==> src/rtl/mops_pmt_integral.sv <==
// Per-PMT feeder for the MoPS trigger: slow baseline tracker frozen during pulses,
// plus a leaky integral of the baseline-subtracted signal, one update per 40 MHz sample.
module mops_pmt_integral #(
  parameter int ADC_WIDTH    = 12,
  parameter int INT_BITS     = 19,
  parameter int BL_FRAC      = 6,
  parameter int DECAY_SHIFT  = 6,
  parameter int HOLD_SAMPLES = 16,
  parameter int BL_RESET     = 256
) (
  input  logic                 CLK120,
  input  logic                 RESET_N,
  input  logic [1:0]           ENABLE40,
  input  logic [ADC_WIDTH-1:0] ADC,
  input  logic [ADC_WIDTH-1:0] FREEZE_THR,
  input  logic                 BL_LOAD,
  input  logic [ADC_WIDTH-1:0] BL_INIT,
  output logic [INT_BITS-1:0]  INTEGRAL,
  output logic [ADC_WIDTH-1:0] BASELINE,
  output logic                 TRACKING,
  output logic                 SATURATED
);

  localparam int ACC_W = ADC_WIDTH + BL_FRAC;
  localparam logic [ACC_W-1:0] ACC_MAX   = '1;
  localparam logic [ACC_W-1:0] ACC_RST   = ACC_W'(BL_RESET) << BL_FRAC;
  localparam logic [7:0]       HOLD_INIT = 8'(HOLD_SAMPLES);

  // Registered 40 MHz phase; every pipeline stage keys off this copy.
  typedef enum logic [1:0] {
    PH_SAMPLE = 2'd0,
    PH_DIFF   = 2'd1,
    PH_UPDATE = 2'd2,
    PH_IDLE   = 2'd3
  } phase_t;

  phase_t                 ph;
  logic [ADC_WIDTH-1:0]   adc_r;
  logic signed [ADC_WIDTH:0] diff;
  logic                   above;
  logic [7:0]             hold_cnt;
  logic [ACC_W-1:0]       bl_acc;
  logic [INT_BITS-1:0]    integral;
  logic                   saturated;
  logic                   tracking;

  logic [ADC_WIDTH-1:0]      bl_i;
  logic signed [ADC_WIDTH:0] diff_next;
  logic                      above_next;
  logic [INT_BITS-1:0]       decay;
  logic [ADC_WIDTH-1:0]      gain;
  logic [INT_BITS:0]         sum;
  logic [ACC_W-1:0]          bl_acc_next;

  assign bl_i = bl_acc[ACC_W-1:BL_FRAC];

  always_comb begin
    diff_next  = $signed({1'b0, adc_r}) - $signed({1'b0, bl_i});
    // Compared one bit wider so a large threshold cannot wrap around.
    above_next = {1'b0, adc_r} > ({1'b0, bl_i} + {1'b0, FREEZE_THR});

    decay = integral >> DECAY_SHIFT;
    if (decay == '0 && integral != '0) begin
      decay = INT_BITS'(1);
    end

    gain = '0;
    if (!diff[ADC_WIDTH] && diff != '0) begin
      gain = diff[ADC_WIDTH-1:0];
    end

    sum = {1'b0, integral} - {1'b0, decay}
        + {{(INT_BITS + 1 - ADC_WIDTH){1'b0}}, gain};

    bl_acc_next = bl_acc;
    if (!diff[ADC_WIDTH] && diff != '0 && bl_acc != ACC_MAX) begin
      bl_acc_next = bl_acc + ACC_W'(1);
    end else if (diff[ADC_WIDTH] && bl_acc != '0) begin
      bl_acc_next = bl_acc - ACC_W'(1);
    end
  end

  always_ff @(posedge CLK120 or negedge RESET_N) begin
    if (!RESET_N) begin
      ph    <= PH_SAMPLE;
      adc_r <= '0;
      diff  <= '0;
      above <= 1'b0;
    end else begin
      ph <= phase_t'(ENABLE40);
      if (ph == PH_SAMPLE) begin
        adc_r <= ADC;
      end
      if (ph == PH_DIFF) begin
        diff  <= diff_next;
        above <= above_next;
      end
    end
  end

  // BL_LOAD wins over a coincident update; that sample's result is discarded.
  always_ff @(posedge CLK120 or negedge RESET_N) begin
    if (!RESET_N) begin
      integral  <= '0;
      saturated <= 1'b0;
    end else if (BL_LOAD) begin
      integral  <= '0;
      saturated <= 1'b0;
    end else if (ph == PH_UPDATE) begin
      if (sum[INT_BITS]) begin
        integral  <= '1;
        saturated <= 1'b1;
      end else begin
        integral  <= sum[INT_BITS-1:0];
        saturated <= 1'b0;
      end
    end
  end

  always_ff @(posedge CLK120 or negedge RESET_N) begin
    if (!RESET_N) begin
      bl_acc   <= ACC_RST;
      hold_cnt <= '0;
      tracking <= 1'b0;
    end else if (BL_LOAD) begin
      bl_acc   <= {BL_INIT, {BL_FRAC{1'b0}}};
      hold_cnt <= '0;
    end else if (ph == PH_UPDATE) begin
      tracking <= !above && hold_cnt == '0;
      if (above) begin
        hold_cnt <= HOLD_INIT;
      end else if (hold_cnt != '0) begin
        hold_cnt <= hold_cnt - 8'd1;
      end else begin
        bl_acc <= bl_acc_next;
      end
    end
  end

  assign INTEGRAL  = integral;
  assign BASELINE  = bl_i;
  assign TRACKING  = tracking;
  assign SATURATED = saturated;

endmodule

==> config.mk <==
export PLATFORM = sky130hd
export DESIGN_NAME = mops_pmt_integral
export DESIGN_NICKNAME = d
export VERILOG_FILES = /design/src/rtl/mops_pmt_integral.sv
export SDC_FILE = /design/constraint.sdc
export NUM_CORES = 1
export LEC_CHECK = 0
export BUFFER_PORTS_ARGS = -buffer_cell sky130_fd_sc_hd__clkbuf_2
export CAP_MARGIN = 20
export CORE_MARGIN = 4
export CORE_UTILIZATION = 42
export DETAILED_ROUTE_END_ITERATION = 7
export SLEW_MARGIN = 20
export SYNTH_ARGS = -nofsm -noshare
export SYNTH_HDL_FRONTEND = slang
export SYNTH_SLANG_ARGS = --single-unit
==> constraint.sdc <==
create_clock -name CLK120 -period 5.27 [get_ports CLK120]
set_input_delay 0.527 -clock CLK120 [delete_from_list [all_inputs] [get_ports CLK120]]
set_output_delay 0.527 -clock CLK120 [all_outputs]
set_load 0.01 [all_outputs]
==> flow_metrics.py, run 1 <==
metrics = {
    "sta": {
        "fmax_mhz": 235,
        "period_share_pct": 80.8,
        "finalSetupViolCount": 0,
        "worst_pin_slew_ns": 0.960,
        "rsz0062_at_grt": "false",
        "hold_viol_final": 0,
        "timing.slew.headroom_pct": 35.2,
        "fin_worst_skew_ns": 0.0120,
        "period_needed_ns": 4.26,
        "whs_ns": 0.216,
        "drv_slew": 0,
        "fin_setup_tns_ns": 0,
    },
    "status": {
        "status": "complete, no violations",
    },
    "logic_synthesis": {
        "synthFlopType": "dfrtp_1",
        "syn_nets": 922,
        "synth_cell_types": 70,
        "synthArstFlopShare_pct": 100,
        "synth_edf_count": 0,
        "ys_seq_area_share_pct": 27.4,
        "netlist_area_sq_um": 6840,
        "yosysWarnings": 0,
        "avgSynthCellArea_sq_um": 8.67,
        "ys_ff_latch": 75,
        "synth_cells": 789,
    },
    "routing": {
        "drc": 0,
        "firstDrtPassIters": 6,
        "routed_via_density": 5.59,
        "ant_nets": 0,
        "wl_per_cell_um": 17.0,
        "wl_um": 18100,
        "drtIter0Drc": 393,
        "via_count": 5932,
    },
    "clocking": {
        "tritoncts": "built",
        "cts_hold_buf": 0,
        "cts_buffers": 9,
        "clock-sinks": 75,
        "cts_resized": 0,
        "clockBufferDepth": 2,
        "htreeDepth": 3,
        "path_clk_slew_ns": 0.07,
        "post_cts_buffers": 0,
        "clk_root_buffer_cell": "clkbuf_16",
        "clock_latency_ns": 0.35,
    },
    "critical_path": {
        "end_kind": "flop",
        "crit_required_ns": 5.52,
        "critPathMaxFanout": 5,
        "cp-start-kind": "flop",
        "critical_path_class": "flop to flop",
        "crit_slowest_cell": "or4_1",
        "cpPeakStageDelay_ns": 0.54,
        "path_cells": "or4_1 > nor2_1 > nand4_1 > a31oi_1 > or2_2 > ha_1 > inv_1 > ha_1 > fa_1 > a21oi_1 > o2111ai_1 > o2111ai_1 > nand2b_1 > a2111oi_0 > a31oi_1 > a311oi_1",
        "arrival_ns": 4.51,
    },
    "grt": {
        "antenna_found_initial": 0,
        "overflow": 0,
        "track_usage_pct": 20.4,
        "grt_pass1_wl_um": 29700,
        "grt_pass1_vias": 5704,
        "grt_max_degree": 76,
    },
    "place": {
        "place_area_sq_um": 7330,
        "port_buffers": 73,
        "dpl.hpwl_um": 13700,
        "place_congestion": 0.881,
    },
    "floorplanning": {
        "core-area_sq_um": 15900,
        "die_x_um": 136,
        "start_util_pct": 42.9,
        "rows": 46,
        "die-area_sq_um": 18400,
        "die_h_um": 136,
        "ios": 74,
    },
    "final_layout": {
        "fin_area_sq_um": 7670,
        "fillers": 1554,
        "fin_nets": 974,
        "diodes": 0,
        "syn_to_final_growth_pct": 12.1,
        "multi_input_area_sq_um": 4500,
        "regArea_sq_um": 1880,
        "drive_above_1_share_pct": 15.6,
        "layout_common_cells": "ha_1 (77), dfrtp_1 (74), clkbuf_2 (72), inv_1 (69)",
        "final_common_cell": "ha_1",
    },
    "power": {
        "vdd_drop_max_mv": 0.466,
        "power.density_nw_per_um2": 636,
        "power_leakage_nw": 3.61,
    },
    "min_path": {
        "hold_path_class": "input pin to asynchronous set/reset pin",
    },
    "flow_run": {
        "maxCapViolCount": 0,
    },
}
metal layers:
layer  vias up  routed length [um]  track usage (%)
li1       2960                   -                -
met1      2814                8830             29.5
met2       145                8170             32.2
met3        13                 832             3.86
met4         0                 224             3.75
met5         -                   0                0
cell type report:
type | instances | area share [%]
inverter | 69 | 3.38
clock inverter | 6 | 1.50
clock buffer | 9 | 2.94
tap | 216 | 3.52
sequential | 75 | 24.5
timing repair buffer | 80 | 5.53
multi-input combinational | 606 | 58.7
path summary, 6_finish.rpt:
| kind | slack (ns) | startpoint | cells past startpoint | endpoint |
|---|---|---|---|---|
| worst max register to register | 1.01 | INTEGRAL[7] | 16 | INTEGRAL[12] |
| worst min register to register | 0.51 | diff[9] | 2 | diff[9] |
| worst min-delay path | 0.22 | RESET_N | 1 | bl_acc[12] |
| worst max-delay path | 1.01 | INTEGRAL[7] | 16 | INTEGRAL[12] |
| min in group CLK120 | 0.29 | ENABLE40[1] | 1 | ph[1] |
| max in group asynchronous | 4.54 | RESET_N | 1 | diff[0] |
synth_stat cells, types with 3 or more instances:
cell type / count / area [sq um]
o211ai_1: 8 / 60.1
ha_1: 77 / 963
or2_2: 7 / 43.8
dfrtp_1: 74 / 1850
a21o_1: 19 / 143
o21ai_0: 44 / 220
nor3_1: 25 / 125
fa_1: 15 / 300
inv_1: 69 / 259
nand2b_1: 17 / 106
o31ai_1: 8 / 60.1
a22oi_1: 11 / 82.6
a21oi_1: 42 / 210
or4_1: 3 / 22.5
o21ai_1: 12 / 60.1
o21bai_1: 5 / 37.5
o41ai_1: 4 / 35.0
buf_4: 13 / 97.6
nand3_1: 15 / 75.1
nor2_1: 52 / 195
mux2_2: 11 / 124
and3_1: 5 / 31.3
xor2_1: 27 / 236
a2111oi_0: 3 / 26.3
nand2_1: 52 / 195
nor2b_1: 13 / 81.3
a31oi_1: 9 / 56.3
or3_1: 4 / 25.0
a211oi_1: 7 / 52.6
o21a_1: 13 / 97.6
nor4_1: 9 / 56.3
o2111ai_1: 4 / 35.0
a221oi_1: 19 / 166
clkbuf_1: 22 / 82.6
a21boi_0: 3 / 22.5
xnor2_1: 15 / 131
nand4_1: 11 / 68.8
worst max-delay path, delay by kind of cell, from the launching register on:
kind / cells / cell delay [ns]
fa+ha+maj: 3 / 0.75
compound gates: 7 / 1.83
buf+inv: 1 / 0.04
flops: 1 / 0.43
simple gates: 5 / 1.10
power breakdown:
group          internal, mW  leakage, nW  switching [mW]  total [mW]
Combinational          1.36         2.50            1.85        3.21
Clock                 0.462        0.162           0.263       0.725
Sequential            0.731        0.951           0.217       0.948
Total                  2.55         3.61            2.33        4.88
logic make-up (layout without fill, tap and decap cells):
logic type	after synthesis	in the layout	synth area share, %
AO/OA/AOI/OAI	235	235	23.4
XOR/XNOR	42	42	5.38
adder cells (fa/ha/maj)	92	92	18.5
buffers and inverters	108	164	6.78
flip-flops	75	75	27.4
multiplexers	13	13	2.16
AND/OR/NAND/NOR	224	224	16.4
stage by stage:
stage          util [%]  power [mW]  std cells  setup slack [ns]
5_1_grt            48.1        5.36       1061             0.717
4_1_cts            48.1        4.88       1061              1.02
3_3_place_gp       46.0        4.12       1046              1.13
6_report           48.1        4.88       1061              1.01
2_1_floorplan         -        3.40        789              1.29
3_5_place_dp       46.0        4.12       1046              1.05
sequential cells by signal (all words and copies together), names as in the netlist:
| signal | cells |
|---|---|
| INTEGRAL | 19 |
| SATURATED | 1 |
| TRACKING | 1 |
| above | 1 |
| adc_r | 12 |
| bl_acc | 18 |
| diff | 13 |
| hold_cnt | 8 |
| ph | 2 |
No activity file was read; power rests on OpenSTA's default activity.
==> run 2, diff against run 1 <==
Settings changed: ABC_AREA set to 1.
Clock period 5.27 ns to 4 ns, I/O delays scaled along.
==> flow_metrics.py, run 2 <==
metrics = {
    "status": {
        "status": "complete, no violations",
    },
    "final_layout": {
        "fin_nets": 1300,
        "diodes": 0,
        "syn_to_final_growth_pct": 9.90,
        "final_common_cell": "nand2_1",
        "largest_reg_flops": 19,
        "drive_above_1_share_pct": 12.7,
        "multi_input_area_sq_um": 4910,
        "layout_common_cells": "nand2_1 (334), inv_1 (159), nor2_1 (93), nand3_1 (78), ha_1 (77)",
        "regArea_sq_um": 1880,
        "fillers": 1832,
    },
    "critical_path": {
        "crit_required_ns": 4.27,
        "cp.depth": 19,
        "ff2ff_setup_slack_ns": 0.33,
        "end_kind": "flop",
        "r2r_cells": 19,
        "cp-startpoint": "INTEGRAL[15]",
        "cp_common_cell": "nand2_1",
        "worstPathBufferInverterCount": 4,
        "arrival_ns": 3.94,
        "crit_family": "simple AND/OR/NAND/NOR gates",
        "crit_slowest_cell": "fa_1",
        "cp-start-kind": "flop",
        "critical_path_class": "flop to flop",
        "path_cells": "inv_1 > ha_1 > nand3_1 > nor3_1 > nand4_1 > nand2_1 > inv_1 > fa_1 > inv_1 > ha_1 > nand2_1 > inv_1 > a21oi_2 > nand2_1 > nand2_1 > nand3_1 > nand2_1 > nand3_2 > nand2_1",
        "cpPeakStageDelay_ns": 0.50,
        "reg2reg_to": "INTEGRAL[2]",
        "critPathMaxFanout": 20,
        "critical_path.endpoint": "INTEGRAL[2]",
        "rr_startpoint": "INTEGRAL[15]",
    },
    "logic_synthesis": {
        "netlist_area_sq_um": 7610,
        "synthArstFlopShare_pct": 100,
        "avgSynthCellArea_sq_um": 6.85,
        "synthFlopType": "dfrtp_1",
        "synth_top_area_share_pct": 24.3,
        "yosysMostFrequentCell": "nand2_1",
        "synth.area.top_cells": "dfrtp_1 (24%), nand2_1 (16%), ha_1 (13%)",
        "ys_seq_area_share_pct": 24.7,
        "synth_top_area_cell": "dfrtp_1",
        "yosysWarnings": 0,
        "ys_ff_latch": 75,
        "synth_cells": 1111,
        "synth_edf_count": 0,
        "synth_commonest_cells": "nand2_1 (334), inv_1 (159), nor2_1 (93), nand3_1 (78), ha_1 (77)",
        "syn_nets": 1244,
        "synth_cell_types": 46,
    },
    "grt": {
        "overflow": 0,
        "grt_pass1_wl_um": 33700,
        "antenna_found_initial": 0,
        "track_usage_pct": 20.8,
        "grt_max_degree": 46,
        "grt_pass1_vias": 6779,
    },
    "clocking": {
        "cts_resized": 0,
        "clock_latency_ns": 0.36,
        "path_clk_slew_ns": 0.07,
        "tritoncts": "built",
        "cts_hold_buf": 0,
        "htreeDepth": 3,
        "cts_buffers": 9,
        "clock-sinks": 75,
        "clockBufferDepth": 2,
        "post_cts_buffers": 0,
        "clk_root_buffer_cell": "clkbuf_16",
    },
    "sta": {
        "rsz0062_at_grt": "false",
        "drv_slew": 0,
        "fmax_mhz": 272,
        "fin_worst_skew_ns": 0.0115,
        "period_share_pct": 91.8,
        "period_needed_ns": 3.67,
        "timing.slew.headroom_pct": 46.2,
        "hold_viol_final": 0,
        "worst_pin_slew_ns": 0.806,
        "worst_slack_ns": 0.326,
        "fin_setup_tns_ns": 0,
        "finalSetupViolCount": 0,
    },
    "floorplanning": {
        "start_util_pct": 43.4,
        "die_h_um": 143,
        "ios": 74,
        "die_x_um": 143,
        "rows": 48,
        "core-area_sq_um": 17500,
        "die-area_sq_um": 20300,
    },
    "min_path": {
        "hold_path_class": "input pin to asynchronous set/reset pin",
    },
    "power": {
        "power_frac_seq_pct": 17.1,
        "switchingPower_mw": 4.47,
        "p_int_mw": 3.60,
        "p_clk_share_pct": 9.5,
        "power.density_nw_per_um2": 965,
        "vdd_drop_max_mv": 0.622,
        "power_leakage_nw": 4.61,
        "combinationalPowerShare_pct": 73.4,
        "power.share.switching_pct": 55.4,
    },
    "routing": {
        "wl_per_cell_um": 14.6,
        "topRoutingLayerUsed": "met4",
        "drc": 0,
        "routed_via_density": 4.98,
        "drtIter0Drc": 274,
        "met2_length_um": 9540,
        "firstDrtPassIters": 5,
        "ant_nets": 0,
        "wl_um": 20400,
        "wl_met1_um": 9920,
        "wl_met3_um": 614,
        "via_count": 6957,
    },
    "place": {
        "dpl.hpwl_um": 16400,
        "pre_cts_ws_ns": 0.372,
        "place_congestion": 0.907,
        "port_buffers": 73,
    },
    "flow_run": {
        "maxCapViolCount": 0,
    },
}
[run 2: worst min-delay path by stage]
stage            start           to  slack (ns)  cells after the start
2_1_floorplan  RESET_N  INTEGRAL[0]        0.10                      0
3_3_place_gp   RESET_N   bl_acc[10]        0.45                      1
3_5_place_dp   RESET_N   bl_acc[10]        0.45                      1
4_1_cts        RESET_N   bl_acc[10]        0.07                      1
5_1_grt        RESET_N   bl_acc[10]         0.1                      1
6_report       RESET_N   bl_acc[10]        0.04                      1
[run 2: routing by layer]
layer / vias up / track usage (%)
li1: 3651 / -
met1: 3165 / 28.1
met2: 118 / 34.8
met3: 23 / 2.55
met4: 0 / 6.40
met5: - / 0
[run 2: stage by stage]
step / util (%) / hold WS [ns] / total power, mW / instance area [sq um] / instances
floorplan: - / 0.104 / 5.86 / 7610 / 1111
global placement: 46.1 / 0.449 / 7.23 / 8090 / 1381
detailed placement: 46.1 / 0.448 / 7.26 / 8090 / 1381
CTS: 47.7 / 0.0664 / 8.07 / 8360 / 1396
global route: 47.7 / 0.0996 / 9.03 / 8360 / 1396
finish: 47.7 / 0.0433 / 8.07 / 8360 / 1396
[run 2: final cells by class]
class	count	area share (%)
Sequential cell	75	22.5
Inverter	167	7.50
Multi-Input combinational cell	837	58.7
Clock buffer	9	2.69
Tap cell	225	3.37
Clock inverter	6	0.524
Timing Repair Buffer	77	4.76
[run 2: kinds of logic after synthesis]
group                    synth area share (%)
flip-flops                               24.7
buffers and inverters                    10.8
XOR/XNOR                                 3.68
multiplexers                             1.48
AND/OR/NAND/NOR                          33.0
adder cells (fa/ha/maj)                  16.6
AO/OA/AOI/OAI                            9.67
[run 2: power by group through the flow]
stage          clock network, mW  logic (mW)  registers (mW)
2_1_floorplan                  0        4.59            1.27
3_3_place_gp                   0        5.85            1.38
4_1_cts                    0.781        5.91            1.38
6_report                   0.770        5.92            1.38
3_5_place_dp                   0        5.86            1.39
5_1_grt                    0.815        6.79            1.42
==> run 3, diff against run 2 <==
Settings changed: REMOVE_ABC_BUFFERS set to 1.
==> flow_metrics.py, run 3 (synthesized netlist as in run 2, its figures left out) <==
metrics = {
    "power": {
        "power.density_nw_per_um2": 965,
        "vdd_drop_max_mv": 0.508,
        "power_leakage_nw": 4.64,
        "total_power_mw": 8.12,
    },
    "routing": {
        "firstDrtPassIters": 5,
        "drtIter0Drc": 396,
        "routed_via_density": 4.99,
        "wl_um": 20500,
        "drc": 0,
        "ant_nets": 0,
        "wl_per_cell_um": 14.6,
        "via_count": 6970,
    },
    "clocking": {
        "path_clk_slew_ns": 0.07,
        "cts_hold_buf": 0,
        "clock-sinks": 75,
        "clock_latency_ns": 0.35,
        "post_cts_buffers": 0,
        "tritoncts": "built",
        "cts_resized": 0,
        "clk_root_buffer_cell": "clkbuf_16",
        "clockBufferDepth": 2,
        "cts_buffers": 9,
        "htreeDepth": 3,
    },
    "critical_path": {
        "cp-startpoint": "INTEGRAL[16]",
        "critical_path_class": "flop to flop",
        "path_cells": "inv_1 > ha_1 > nand3_1 > nor3_1 > nand4_1 > nand2_1 > inv_1 > fa_1 > inv_1 > ha_1 > nand2_1 > nor2_2 > nand2_1 > nand3b_1 > nand3_1 > nand2_1 > nand3_2 > buf_4 > nand3_2",
        "crit_slowest_cell": "fa_1",
        "cpPeakStageDelay_ns": 0.50,
        "end_kind": "flop",
        "rr_startpoint": "INTEGRAL[16]",
        "cp_common_cell": "nand2_1",
        "cp-start-kind": "flop",
        "critPathMaxFanout": 11,
        "arrival_ns": 3.60,
        "crit_required_ns": 4.21,
        "worstPathBufferInverterCount": 4,
        "crit_family": "simple AND/OR/NAND/NOR gates",
    },
    "floorplanning": {
        "core-area_sq_um": 17500,
        "die_h_um": 143,
        "ios": 74,
        "rows": 48,
        "die-area_sq_um": 20300,
        "start_util_pct": 43.4,
        "die_x_um": 143,
    },
    "sta": {
        "finalSetupViolCount": 0,
        "period_needed_ns": 3.39,
        "whs_ns": 0.0722,
        "fmax_mhz": 295,
        "hold_viol_final": 0,
        "timing.slew.headroom_pct": 38.2,
        "rsz0062_at_grt": "false",
        "period_share_pct": 84.7,
        "fin_worst_skew_ns": 0.0145,
        "drv_slew": 0,
        "worst_pin_slew_ns": 0.926,
        "fin_setup_tns_ns": 0,
    },
    "final_layout": {
        "layout_common_cells": "nand2_1 (334), inv_1 (159), nor2_1 (93), nand3_1 (78), ha_1 (77)",
        "largest_reg_flops": 19,
        "syn_to_final_growth_pct": 10.7,
        "final_common_cell": "nand2_1",
        "stdcell_count": 1398,
        "fillers": 1835,
        "diodes": 0,
        "fin_nets": 1301,
        "drive_above_1_share_pct": 12.8,
    },
    "status": {
        "status": "complete, no violations",
    },
    "min_path": {
        "hold_path_class": "input pin to asynchronous set/reset pin",
    },
    "grt": {
        "overflow": 0,
        "antenna_found_initial": 0,
        "grt_pass1_wl_um": 33900,
        "track_usage_pct": 20.7,
        "grt_pass1_vias": 6761,
        "grt_max_degree": 49,
    },
    "place": {
        "dpl.hpwl_um": 16200,
        "port_buffers": 73,
        "place_congestion": 0.961,
        "dpl.cell_count": 1382,
    },
    "flow_run": {
        "maxCapViolCount": 0,
    },
}
-- run 3: layout make-up --
type / instances / area, sq um / share of cell area [%]
sequential: 75 / 1880 / 22.3
clock inverter: 6 / 90.1 / 1.07
clock buffer: 10 / 229 / 2.72
multi-input combinational: 837 / 4910 / 58.3
tap: 225 / 282 / 3.34
timing repair buffer: 78 / 405 / 4.82
inverter: 167 / 627 / 7.45
-- run 3: final timing paths --
kind,end,depth (start not counted),slack [ns]
worst max register to register,INTEGRAL[14],19,0.61
worst min-delay path,INTEGRAL[1],1,0.07
worst max-delay path,INTEGRAL[14],19,0.61
max in group asynchronous,hold_cnt[6],2,3.05
worst min register to register,SATURATED,2,0.49
min in group CLK120,ph[1],1,0.16
-- run 3: metrics by stage --
step,setup slack [ns],utilization (%),cell area (sq um)
after floorplan,0.824,-,7410
after global placement,0.766,46.2,8100
after detailed placement,0.660,46.2,8100
after CTS,0.635,48.0,8420
after global routing,0.283,48.0,8420
final,0.613,48.0,8420
-- run 3: report_power, final --
part	total [mW]	internal [mW]	switching, mW
Sequential	1.37	1.01	0.353
Clock	0.895	0.548	0.347
Combinational	5.86	2.16	3.70
Total	8.12	3.72	4.40
-- run 3: per-layer routing --
metal	vias up	share of wire, %	GRT usage (%)
met3	30	4.4	3.73
met1	3144	47	27.4
met2	137	46	34.7
li1	3659	-	-
met5	-	0	0
met4	0	2.3	5.95
